### src/rtl/gather_packetizer.sv
// Gather packetizer: frames a raw payload stream into head/body/tail flits
// and presents them through a one-deep registered valid/ready output.
`ifndef DW
`define DW 32
`endif
`ifndef STREAM_ID_H
`define STREAM_ID_H 7
`endif
`ifndef STREAM_ID_L
`define STREAM_ID_L 0
`endif

module gather_packetizer #(
    parameter int unsigned stream_id = 0,
    parameter int unsigned pl        = 16,
    parameter int unsigned cnt_w     = 16
) (
    input  logic             clk,
    input  logic             rstn,
    input  logic             pld_valid_i,
    input  logic [`DW-3:0]   pld_data_i,
    input  logic             pld_last_i,
    output logic             pld_ready_o,
    output logic             valid_o,
    output logic [`DW-1:0]   data_o,
    input  logic             ready_i,
    output logic             busy_o,
    output logic [cnt_w-1:0] pkt_cnt_o
);

    localparam int SID_W = `STREAM_ID_H - `STREAM_ID_L + 1;
    localparam logic [SID_W-1:0] SID      = SID_W'(stream_id);
    localparam logic [cnt_w-1:0] LAST_CNT = cnt_w'(pl - 1);
    localparam logic [1:0] TYP_HEAD = 2'b10;
    localparam logic [1:0] TYP_BODY = 2'b00;
    localparam logic [1:0] TYP_TAIL = 2'b01;

    typedef enum logic {HEAD, PAYLOAD} state_t;

    state_t           state, state_n;
    logic [cnt_w-1:0] flit_cnt, flit_cnt_n;
    logic             ld;
    logic             load;
    logic             is_tail;
    logic [`DW-1:0]   flit_n;

    assign ld      = ~valid_o | ready_i;
    assign is_tail = (flit_cnt == LAST_CNT) | pld_last_i;
    assign busy_o  = (state == PAYLOAD);

    always_comb begin
        state_n     = state;
        flit_cnt_n  = flit_cnt;
        load        = 1'b0;
        flit_n      = '0;
        pld_ready_o = 1'b0;
        unique case (state)
            HEAD: begin
                // Head goes out ahead of the beat; the beat waits a cycle.
                if (pld_valid_i && ld) begin
                    load                             = 1'b1;
                    flit_n[`DW-1:`DW-2]              = TYP_HEAD;
                    flit_n[`STREAM_ID_H:`STREAM_ID_L] = SID;
                    flit_cnt_n                       = cnt_w'(1);
                    state_n                          = PAYLOAD;
                end
            end
            PAYLOAD: begin
                pld_ready_o = ld;
                if (pld_valid_i && ld) begin
                    load          = 1'b1;
                    flit_n        = {is_tail ? TYP_TAIL : TYP_BODY,
                                     pld_data_i};
                    if (is_tail) begin
                        flit_cnt_n = '0;
                        state_n    = HEAD;
                    end else begin
                        flit_cnt_n = flit_cnt + cnt_w'(1);
                    end
                end
            end
            default: state_n = HEAD;
        endcase
    end

    always_ff @(posedge clk or negedge rstn) begin
        if (!rstn) begin
            state    <= HEAD;
            flit_cnt <= '0;
        end else begin
            state    <= state_n;
            flit_cnt <= flit_cnt_n;
        end
    end

    always_ff @(posedge clk or negedge rstn) begin
        if (!rstn) begin
            valid_o   <= 1'b0;
            data_o    <= '0;
            pkt_cnt_o <= '0;
        end else begin
            if (ld) begin
                valid_o <= load;
                if (load) data_o <= flit_n;
            end
            if (valid_o && ready_i && data_o[`DW-1:`DW-2] == TYP_TAIL)
                pkt_cnt_o <= pkt_cnt_o + cnt_w'(1);
        end
    end

endmodule

### config.mk
export PLATFORM = sky130hd
export DESIGN_NAME = gather_packetizer
export DESIGN_NICKNAME = d
export VERILOG_FILES = /design/src/rtl/gather_packetizer.sv
export SDC_FILE = /design/constraint.sdc
export NUM_CORES = 1
export LEC_CHECK = 0
export CORE_ASPECT_RATIO = 0.8
export CORE_UTILIZATION = 37
export CTS_CLUSTER_SIZE = 24
export DETAILED_ROUTE_END_ITERATION = 8
export PLACE_DENSITY = 0.69
export SYNTH_ARGS = -nofsm -noshare
export SYNTH_HDL_FRONTEND = slang
export SYNTH_SLANG_ARGS = --single-unit
### constraint.sdc
create_clock -name clk -period 2.9 [get_ports clk]
set_input_delay 0.725 -clock clk [delete_from_list [all_inputs] [get_ports clk]]
set_output_delay 0.725 -clock clk [all_outputs]
set_load 0.05 [all_outputs]
==> results of run 1 <==
[metal layers]
metal | vias to the layer above | share of wire
met4 | 0 | 0.0055
met5 | - | 0
li1 | 1253 | -
met3 | 6 | 0.081
met2 | 122 | 0.44
met1 | 1213 | 0.47
[path summary, 6_finish.rpt]
kind	startpoint	to	slack, ps	cells after the start
worst max register to register	busy_o$_DFF_PN0_	flit_cnt[14]$_DFFE_PN0P_	930	4
max in group asynchronous	rstn	data_o[1]$_DFFE_PN0P_	1770	2
worst min-delay path	rstn	pkt_cnt_o[9]$_DFFE_PN0P_	400	1
worst min register to register	data_o[15]$_DFFE_PN0P_	data_o[15]$_DFFE_PN0P_	470	2
min in group clk	data_o[15]$_DFFE_PN0P_	data_o[15]$_DFFE_PN0P_	470	2
worst max-delay path	ready_i	pld_ready_o	400	4
[registers in the layout, summed over array words and instances, names as in the netlist]
| name | count |
|---|---|
| busy_o | 1 |
| valid_o | 1 |
| flit_cnt | 16 |
| data_o | 32 |
| pkt_cnt_o | 16 |
[Yosys cell counts, drive strengths merged]
| cell type | instances |
|---|---|
| o21ai | 5 |
| a21oi | 8 |
| xnor2 | 12 |
| ha | 2 |
| nand3 | 40 |
| clkbuf | 11 |
| a31oi | 5 |
| or4 | 5 |
| and3 | 8 |
| buf | 6 |
| and4b | 1 |
| o2bb2ai | 1 |
| nand2b | 5 |
| nor2 | 7 |
| o22a | 1 |
| o31a | 1 |
| xor2 | 3 |
| dfrtp | 66 |
| nor3 | 1 |
| nand4 | 8 |
| and4 | 2 |
| nand4b | 1 |
| or3 | 2 |
| o211ai | 3 |
| a41oi | 3 |
| nor4 | 5 |
| inv | 6 |
| nand2 | 84 |
| a21o | 1 |
| and2 | 3 |
| or3b | 1 |
| o31ai | 3 |
| o22ai | 2 |
[where the power goes]
group          leakage, nW  internal (mW)  switching, mW  total (mW)
sequential           0.866           1.03          0.106        1.14
combinational        0.911          0.300          0.558       0.859
clock                0.127          0.661          0.358        1.02
total                 1.90           1.99           1.02        3.02
[worst reg2reg max path, stage by stage, from the launching register on]
cell	delay (ps)
dfrtp_1	690
nand2b_1	230
or3b_1	400
or4_1	480
o211ai_1	90
[per-stage QoR]
step,instance area (um2),std cells,utilization,setup slack [ps]
global placement,3950,493,0.522,421
CTS,4210,509,0.557,407
detailed placement,3950,493,0.522,411
global route,4210,509,0.557,360
finish,4210,509,0.557,403
floorplan,2960,312,-,863
[cells in the final DEF (no fill, tap or decap), drive strengths merged, types with 2 or more instances in the layout]
master / n
nand2: 84
clkdlybuf4s50: 82
dfrtp: 66
nand3: 40
xnor2: 12
buf: 11
clkbuf: 10
and3: 8
a21oi: 8
nand4: 8
nor2: 7
inv: 7
or4: 5
o21ai: 5
a31oi: 5
nor4: 5
nand2b: 5
bufinv: 4
and2: 3
xor2: 3
o31ai: 3
o211ai: 3
a41oi: 3
and4: 2
or3: 2
o22ai: 2
ha: 2
[cell type report]
class	instances	area, um2	area share
tap	105	131	0.0312
clock inverter	6	136	0.0324
multi-input combinational	223	1220	0.289
clock buffer	10	128	0.0303
inverter	6	22.5	0.00535
sequential	66	1650	0.392
timing repair buffer	93	926	0.220
[cell families after synthesis]
family | Yosys count
AOI/OAI and AO/OA | 33
xor gates and xnor gates | 15
adders and majority gates | 2
buffers and inverters | 23
DFF | 66
and+or+nand+nor | 173
==> metrics.csv, run 1 <==
stage,metric,value,unit
routing,first_pass_iters,4,
floorplan,dieHeight,82.1,um
worst_setup_path,crit_buf_inv,2,
clocking,cts_buffers,9,
clocking,clock_latency,340,ps
clocking,cts_buffer_depth,2,
floorplan,start_util,0.392,
placement,port_buffers,85,
global_routing,grt_pass1_vias,2385,
sta,whs,400,ps
worst_setup_path,arrival,1770,ps
routing,finalWirelength,6.94,mm
sta,slew_headroom,0.572,
clocking,htree_levels,3,
worst_setup_path,critical_path.top_delay_family,buffers and inverters,
sta,worst_pin_slew,642,ps
run,maxCapViolations,0,
sta,clock_skew,11.8,ps
logic_synthesis,yosysSeqAreaShare,0.557,
floorplan,chipWidth,102,um
global_routing,use_met3,0.0570,
pwr,p_total,3.02,mW
logic_synthesis,synth_top_family_by_area,simple AND/OR/NAND/NOR gates,
pwr,powerDensity,716,mW/mm2
logic_synthesis,synthSimpleGateAreaFrac,0.283,
global_routing,grt_start_max_net_pins,43,
sta,max_freq,400,MHz
global_routing,grtUsageMet1,0.235,
final_layout,drive_above_1_share,0.0743,
final_layout,antennaDiodeCount,0,
routing,initialDrtViolationCount,128,
run_status,status,finished clean,
routing,route.detailed.drc,0,
logic_synthesis,yosysUniqueCellTypes,38,
clocking,clkTransAtPathRegs,70,ps
clocking,ctsResizeCount,0,
logic_synthesis,post_synth_xor_area_fraction,0.0443,
pwr,p_leak,1.90,nW
final_layout,area_growth,42.1,%
global_routing,antenna_found_initial,0,
sta,post-route-period-util,0.861,
final_layout,nFillCells,685,
global_routing,overflow,0,
worst_setup_path,path_class,input pin to primary output,
placement,hpwl,4.96,mm
worst_setup_path,critPathMaxStageDelay,430,ps
logic_synthesis,synth.net_count,349,
global_routing,met2_usage,0.277,
sta,tns,0,ps
clocking,cts.sink_count,66,
sta,hold_viol,0,
worst_setup_path,crit_chain,"clkdlybuf4s50_1, nand2b_2, and2_1, buf_12",
pwr,ir_drop,0.350,mV
logic_synthesis,synth.mux.area_fraction,0,
logic_synthesis,netlist_top_cells_area,"dfrtp_1 56%, nand2_1 11%, nand3_1 6.8%",
logic_synthesis,netlist_area,0.00296,mm2
logic_synthesis,ys_ff_latch,66,
sta,setup_viol_count_final,0,
final_layout,nets,436,
logic_synthesis,ys_warn_count,0,
placement,globalplace.congestion,0.896,
floorplan,fp.dieArea,0.00838,mm2
worst_setup_path,startpoint_type,input pin,
worst_setup_path,critPathMaxFanout,7,
sta,period_needed,2500,ps
global_routing,busiest_layer,met2,
worst_setup_path,end_kind,primary output,
logic_synthesis,synth.avg_cell_area,9.50,um2
floorplan,io_pins,86,
worst_setup_path,cp_slowest_cell,clkdlybuf4s50_1,
routing,viasPerCell,5.10,
clocking,cts_hold_buffers,0,
logic_synthesis,synthCells,312,
clocking,cts_root_buf,clkbuf_8,
clocking,cts_tree,yes,
hold_path,hold_class,input pin to asynchronous set/reset pin,
logic_synthesis,synth_fa_ha_area_frac,0.00844,
logic_synthesis,synth_top_area_frac,0.557,
worst_setup_path,cp.required,2170,ps
floorplan,fp.coreArea,0.00757,mm2
floorplan,rows,28,
logic_synthesis,synth_largest_area_cell,dfrtp_1,
global_routing,grt_pass1_wl,11.2,mm
global_routing,track_usage,0.176,
clocking,cts_setup_buffers,0,
routing,antenna_left,0,
sta,finalMaxSlewViolations,0,
routing,via_count,2594,
sta,rsz0062_at_grt,no,
routing,routedWlPerCell,13.6,um
logic_synthesis,synth_compound_area_frac,0.0747,
Note: power is estimated with default switching activity, not from simulation.
==> inputs of run 2 (changes only) <==
--- a/config.mk
+++ b/config.mk
@@ -5,7 +5,6 @@
 export SDC_FILE = /design/constraint.sdc
 export NUM_CORES = 1
 export LEC_CHECK = 0
-export CORE_ASPECT_RATIO = 0.8
 export CORE_UTILIZATION = 37
 export CTS_CLUSTER_SIZE = 24
 export DETAILED_ROUTE_END_ITERATION = 8
==> run 2 against run 1 <==
Compared with the run above:
- routed wire length fell by 2.5%
- die area barely moved
- register-to-register slack improved by 70 ps
- sequential power about the same
- total power decreased by 9.5%
- combinational power about the same
- clock power down 27%
- setup slack worse by 19 ps
- utilization fell by 2.3 points
- global-route usage shrank 0.55 points
- largest power group unchanged
==> metrics.csv, run 2 (synthesized netlist as in run 1, its figures left out) <==
stage,metric,value,unit
worst_setup_path,critical_path.top_delay_family,buffers and inverters,
final_layout,nFillCells,681,
sta,tns,0,ps
worst_setup_path,r2r_end,flit_cnt[14]$_DFFE_PN0P_,
final_layout,area_growth,39.1,%
routing,viasPerCell,5.05,
sta,hold_viol,0,
final_layout,largest_reg_flops,32,
clocking,cts_buffer_depth,2,
clocking,cts_buffers,9,
sta,clock_skew,7.25,ps
floorplan,fp.coreArea,0.00773,mm2
worst_setup_path,critPathMaxFanout,7,
placement,port_buffers,85,
clocking,clkTransAtPathRegs,70,ps
worst_setup_path,r2r_slack,1000,ps
routing,initialDrtViolationCount,60,
worst_setup_path,path_class,input pin to primary output,
global_routing,track_usage,0.171,
sta,rsz0062_at_grt,no,
final_layout,drive_above_1_share,0.0695,
run,maxCapViolations,0,
sta,post-route-period-util,0.868,
routing,dr_wl_met3,369,um
sta,finalMaxSlewViolations,0,
sta,setup_viol_count_final,0,
sta,setup_ws,383,ps
routing,met2WireLength,3.20,mm
final_layout,layout_commonest_cell,nand2_1,
worst_setup_path,reg2reg_from,busy_o$_DFF_PN0_,
worst_setup_path,end_kind,primary output,
clocking,cts_setup_buffers,0,
pwr,sw_frac_of_total,0.367,
worst_setup_path,critPathMaxStageDelay,440,ps
pwr,internal_power,1.73,mW
routing,antenna_left,0,
final_layout,largestRegisters,"data_o x32, flit_cnt x16, pkt_cnt_o x16",
global_routing,overflow,0,
clocking,cts_hold_buffers,0,
worst_setup_path,arrival,1790,ps
clocking,cts_root_buf,clkbuf_8,
clocking,cts.sink_count,66,
clocking,cts_tree,yes,
sta,max_freq,397,MHz
routing,via_count,2551,
final_layout,antennaDiodeCount,0,
global_routing,grt_start_max_net_pins,43,
clocking,clock_latency,330,ps
final_layout,ff_latch_area,0.00165,mm2
pwr,seq_power_share,0.415,
sta,worst_pin_slew,599,ps
pwr,p_leak,1.86,nW
floorplan,chipWidth,91.5,um
pwr,pwr-share-clk,0.271,
pwr,power_frac_comb,0.314,
routing,route.detailed.drc,0,
routing,finalWirelength,6.77,mm
final_layout,largest_register,data_o,
pwr,powerDensity,662,mW/mm2
final_layout,nets,435,
routing,met1Wirelength,3.07,mm
placement,pre_cts_ws,397,ps
placement,hpwl,4.82,mm
pwr,p_switching,1.00,mW
floorplan,io_pins,86,
global_routing,grt_pass1_vias,2374,
floorplan,fp.dieArea,0.00837,mm2
clocking,htree_levels,3,
pwr,ir_drop,0.282,mV
sta,period_needed,2520,ps
floorplan,dieHeight,91.5,um
worst_setup_path,startpoint_type,input pin,
floorplan,rows,32,
worst_setup_path,cp.required,2170,ps
worst_setup_path,crit_chain,"clkdlybuf4s50_1, nand2b_2, and2_1, buf_12",
floorplan,start_util,0.384,
worst_setup_path,crit_buf_inv,2,
routing,routedWlPerCell,13.4,um
placement,globalplace.congestion,0.844,
global_routing,grt_pass1_wl,11.3,mm
final_layout,fin_util,0.534,
hold_path,hold_class,input pin to asynchronous set/reset pin,
clocking,ctsResizeCount,0,
run_status,status,finished clean,
routing,top_layer_used,met4,
sta,slew_headroom,0.601,
routing,first_pass_iters,4,
final_layout,final_cell_mix,"84 x nand2_1, 82 x clkdlybuf4s50_1, 66 x dfrtp_1, 40 x nand3_1, 12 x xnor2_1",
global_routing,antenna_found_initial,0,
worst_setup_path,reg2reg_depth,4,
worst_setup_path,cp_slowest_cell,clkdlybuf4s50_1,
pwr,p_total,2.73,mW
final_layout,multi_input_area,0.00122,mm2
## run 2: worst max-delay path by stage
stage,from,to,slack [ps],cells past startpoint
detailed placement,ready_i,pld_ready_o,400,4
global route,ready_i,pld_ready_o,340,4
global placement,ready_i,pld_ready_o,410,4
floorplan,ready_i,pld_ready_o,860,2
finish,ready_i,pld_ready_o,380,4
CTS,ready_i,pld_ready_o,390,4
## run 2: metal layers
metal	vias up	GRT usage
met5	-	0
met4	0	0.0728
met3	14	0.0369
met2	75	0.274
met1	1206	0.222
li1	1256	-
## run 2: final cells by class
| type | instances | share of cell area |
|---|---|---|
| flip-flops and latches | 66 | 0.401 |
| multi-input cells | 223 | 0.295 |
| repair buffers | 92 | 0.223 |
| clock buffers | 11 | 0.0319 |
| well taps | 102 | 0.0310 |
| clock inverters | 5 | 0.0134 |
| inverters | 6 | 0.00546 |
## run 2: power groups by stage
stage / combinational [mW] / clock [mW] / sequential [mW]
after global placement: 0.855 / 0 / 1.15
after floorplan: 0.199 / 0 / 1.48
after global routing: 0.909 / 0.794 / 1.15
after CTS: 0.868 / 0.763 / 1.13
after detailed placement: 0.866 / 0 / 1.15
final: 0.858 / 0.740 / 1.13
## run 2: through the flow
stage               hold WS (ps)  instances  cell area [um2]
global placement             448        489             3940
global route                 427        505             4120
finish                       385        505             4120
detailed placement           455        489             3940
CTS                          393        505             4120
floorplan                    429        312             2960
==> inputs of run 3 (changes only) <==
==> constraint.sdc (replaced) <==
create_clock -name clk -period 3.1 [get_ports clk]
set_input_delay 0.775 -clock clk [delete_from_list [all_inputs] [get_ports clk]]
set_output_delay 0.775 -clock clk [all_outputs]
set_load 0.05 [all_outputs]
==> run 3 against run 2 <==
Compared with the run above:
- register-to-register slack improved by 70 ps
- largest cell class unchanged
- critical path type unchanged
- critical endpoint unchanged
- clock power increased by 8.1%
- via count decreased by 0.82%
- setup slack improved by 93 ps
- highest routed layer unchanged
==> metrics.csv, run 3 (synthesized netlist as in run 1, its figures left out) <==
stage,metric,value,unit
run_status,status,finished clean,
routing,viasPerCell,5.02,
floorplan,start_util,0.384,
clocking,cts_root_buf,clkbuf_8,
global_routing,overflow,0,
placement,hpwl,4.77,mm
worst_setup_path,end_kind,primary output,
worst_setup_path,r2r_slack,1070,ps
global_routing,grt_start_max_net_pins,36,
sta,hold_viol,0,
sta,finalMaxSlewViolations,0,
global_routing,antenna_found_initial,0,
sta,clock_skew,5.50,ps
clocking,htree_levels,3,
sta,max_freq,381,MHz
final_layout,largest_register,data_o,
sta,tns,0,ps
placement,port_buffers,85,
global_routing,grt_pass1_wl,11.6,mm
worst_setup_path,critPathMaxStageDelay,440,ps
pwr,sw_frac_of_total,0.355,
floorplan,fp.dieArea,0.00837,mm2
worst_setup_path,r2r_end,flit_cnt[5]$_DFFE_PN0P_,
routing,routedWlPerCell,13.5,um
clocking,ctsResizeCount,0,
global_routing,use_met3,0.0469,
worst_setup_path,path_class,input pin to primary output,
floorplan,fp.coreArea,0.00773,mm2
pwr,ir_drop,0.269,mV
global_routing,track_usage,0.177,
routing,first_pass_iters,4,
worst_setup_path,cp-endpoint,pld_ready_o,
worst_setup_path,crit_start,ready_i,
final_layout,drive_above_1_share,0.0672,
hold_path,hold_class,input pin to asynchronous set/reset pin,
clocking,cts_tree,yes,
clocking,cts_buffers,9,
global_routing,grt_pass1_vias,2441,
placement,globalplace.congestion,0.809,
clocking,cts_hold_buffers,0,
final_layout,antennaDiodeCount,0,
final_layout,final_cell_mix,"84 x nand2_1, 83 x clkdlybuf4s50_1, 66 x dfrtp_1, 40 x nand3_1, 12 x xnor2_1",
final_layout,largestRegisters,"data_o x32, flit_cnt x16, pkt_cnt_o x16",
worst_setup_path,reg2reg_from,flit_cnt[0]$_DFFE_PN0P_,
final_layout,nets,434,
routing,initialDrtViolationCount,119,
floorplan,io_pins,86,
sta,slew_headroom,0.540,
routing,route.detailed.drc,0,
sta,period_needed,2620,ps
routing,antenna_left,0,
clocking,cts_buffer_depth,2,
global_routing,busiest_layer,met2,
pwr,p_total,2.66,mW
sta,setup_viol_count_final,0,
clocking,clkTransAtPathRegs,70,ps
clocking,clock_latency,340,ps
routing,via_count,2530,
floorplan,chipWidth,91.5,um
clocking,cts.sink_count,66,
clocking,cts_setup_buffers,0,
worst_setup_path,startpoint_type,input pin,
sta,post-route-period-util,0.847,
pwr,seq_power_share,0.395,
pwr,pwr-share-clk,0.300,
pwr,p_leak,1.88,nW
global_routing,met2_usage,0.274,
floorplan,dieHeight,91.5,um
pwr,power_frac_comb,0.305,
final_layout,layout_commonest_cell,nand2_1,
floorplan,rows,32,
final_layout,area_growth,40.0,%
worst_setup_path,arrival,1850,ps
global_routing,grtUsageMet1,0.235,
run,maxCapViolations,0,
pwr,p_switching,0.944,mW
final_layout,largest_reg_flops,32,
worst_setup_path,crit_chain,"clkdlybuf4s50_1, nand2b_2, and2_1, buf_12",
worst_setup_path,critPathMaxFanout,7,
worst_setup_path,cp.required,2320,ps
sta,rsz0062_at_grt,no,
pwr,internal_power,1.72,mW
pwr,powerDensity,641,mW/mm2
sta,whs,462,ps
worst_setup_path,cp_slowest_cell,clkdlybuf4s50_1,
sta,worst_pin_slew,690,ps
worst_setup_path,reg2reg_depth,5,
routing,finalWirelength,6.81,mm
## run 3: cell type report
class	count	area, um2
clock buffers	11	141
clock inverters	5	77.6
fillers	674	3580
inverters	6	22.5
multi-input cells	223	1220
flip-flops and latches	66	1650
well taps	102	128
repair buffers	91	913
## run 3: stage by stage
| stage | instance area [um2] | instances | utilization | setup slack, ps |
|---|---|---|---|---|
| 2_1_floorplan | 2960 | 312 | - | 963 |
| 3_3_place_gp | 3930 | 488 | 0.509 | 515 |
| 3_5_place_dp | 3930 | 488 | 0.509 | 479 |
| 4_1_cts | 4150 | 504 | 0.537 | 472 |
| 5_1_grt | 4150 | 504 | 0.537 | 450 |
| 6_report | 4150 | 504 | 0.537 | 476 |
## run 3: metal layers
layer	part of all wire	vias up
met5	0	-
met4	0.013	0
met3	0.058	8
met2	0.45	69
met1	0.48	1200
li1	-	1253
## run 3: worst min-delay path by stage
stage	from	to	slack (ps)
after CTS	rstn	pkt_cnt_o[7]$_DFFE_PN0P_	470
after global placement	data_o[14]$_DFFE_PN0P_	data_o[14]$_DFFE_PN0P_	450
after floorplan	flit_cnt[3]$_DFFE_PN0P_	flit_cnt[3]$_DFFE_PN0P_	460
after detailed placement	data_o[0]$_DFFE_PN0P_	data_o[0]$_DFFE_PN0P_	460
after global routing	data_o[15]$_DFFE_PN0P_	data_o[15]$_DFFE_PN0P_	490
final	rstn	pkt_cnt_o[0]$_DFFE_PN0P_	460
## run 3: power groups by stage
| stage | logic [mW] | registers (mW) | clock network (mW) |
|---|---|---|---|
| 2_1_floorplan | 0.186 | 1.38 | 0 |
| 6_report | 0.812 | 1.05 | 0.800 |
| 3_3_place_gp | 0.810 | 1.07 | 0 |
| 5_1_grt | 0.866 | 1.07 | 0.861 |
| 3_5_place_dp | 0.819 | 1.07 | 0 |
| 4_1_cts | 0.820 | 1.05 | 0.822 |
## run 3: worst max-delay path: cells and delay by family
| kind | cells | cell delay [ps] |
|---|---|---|
| and+or+nand+nor | 2 | 490 |
| buffers and inverters | 2 | 590 |
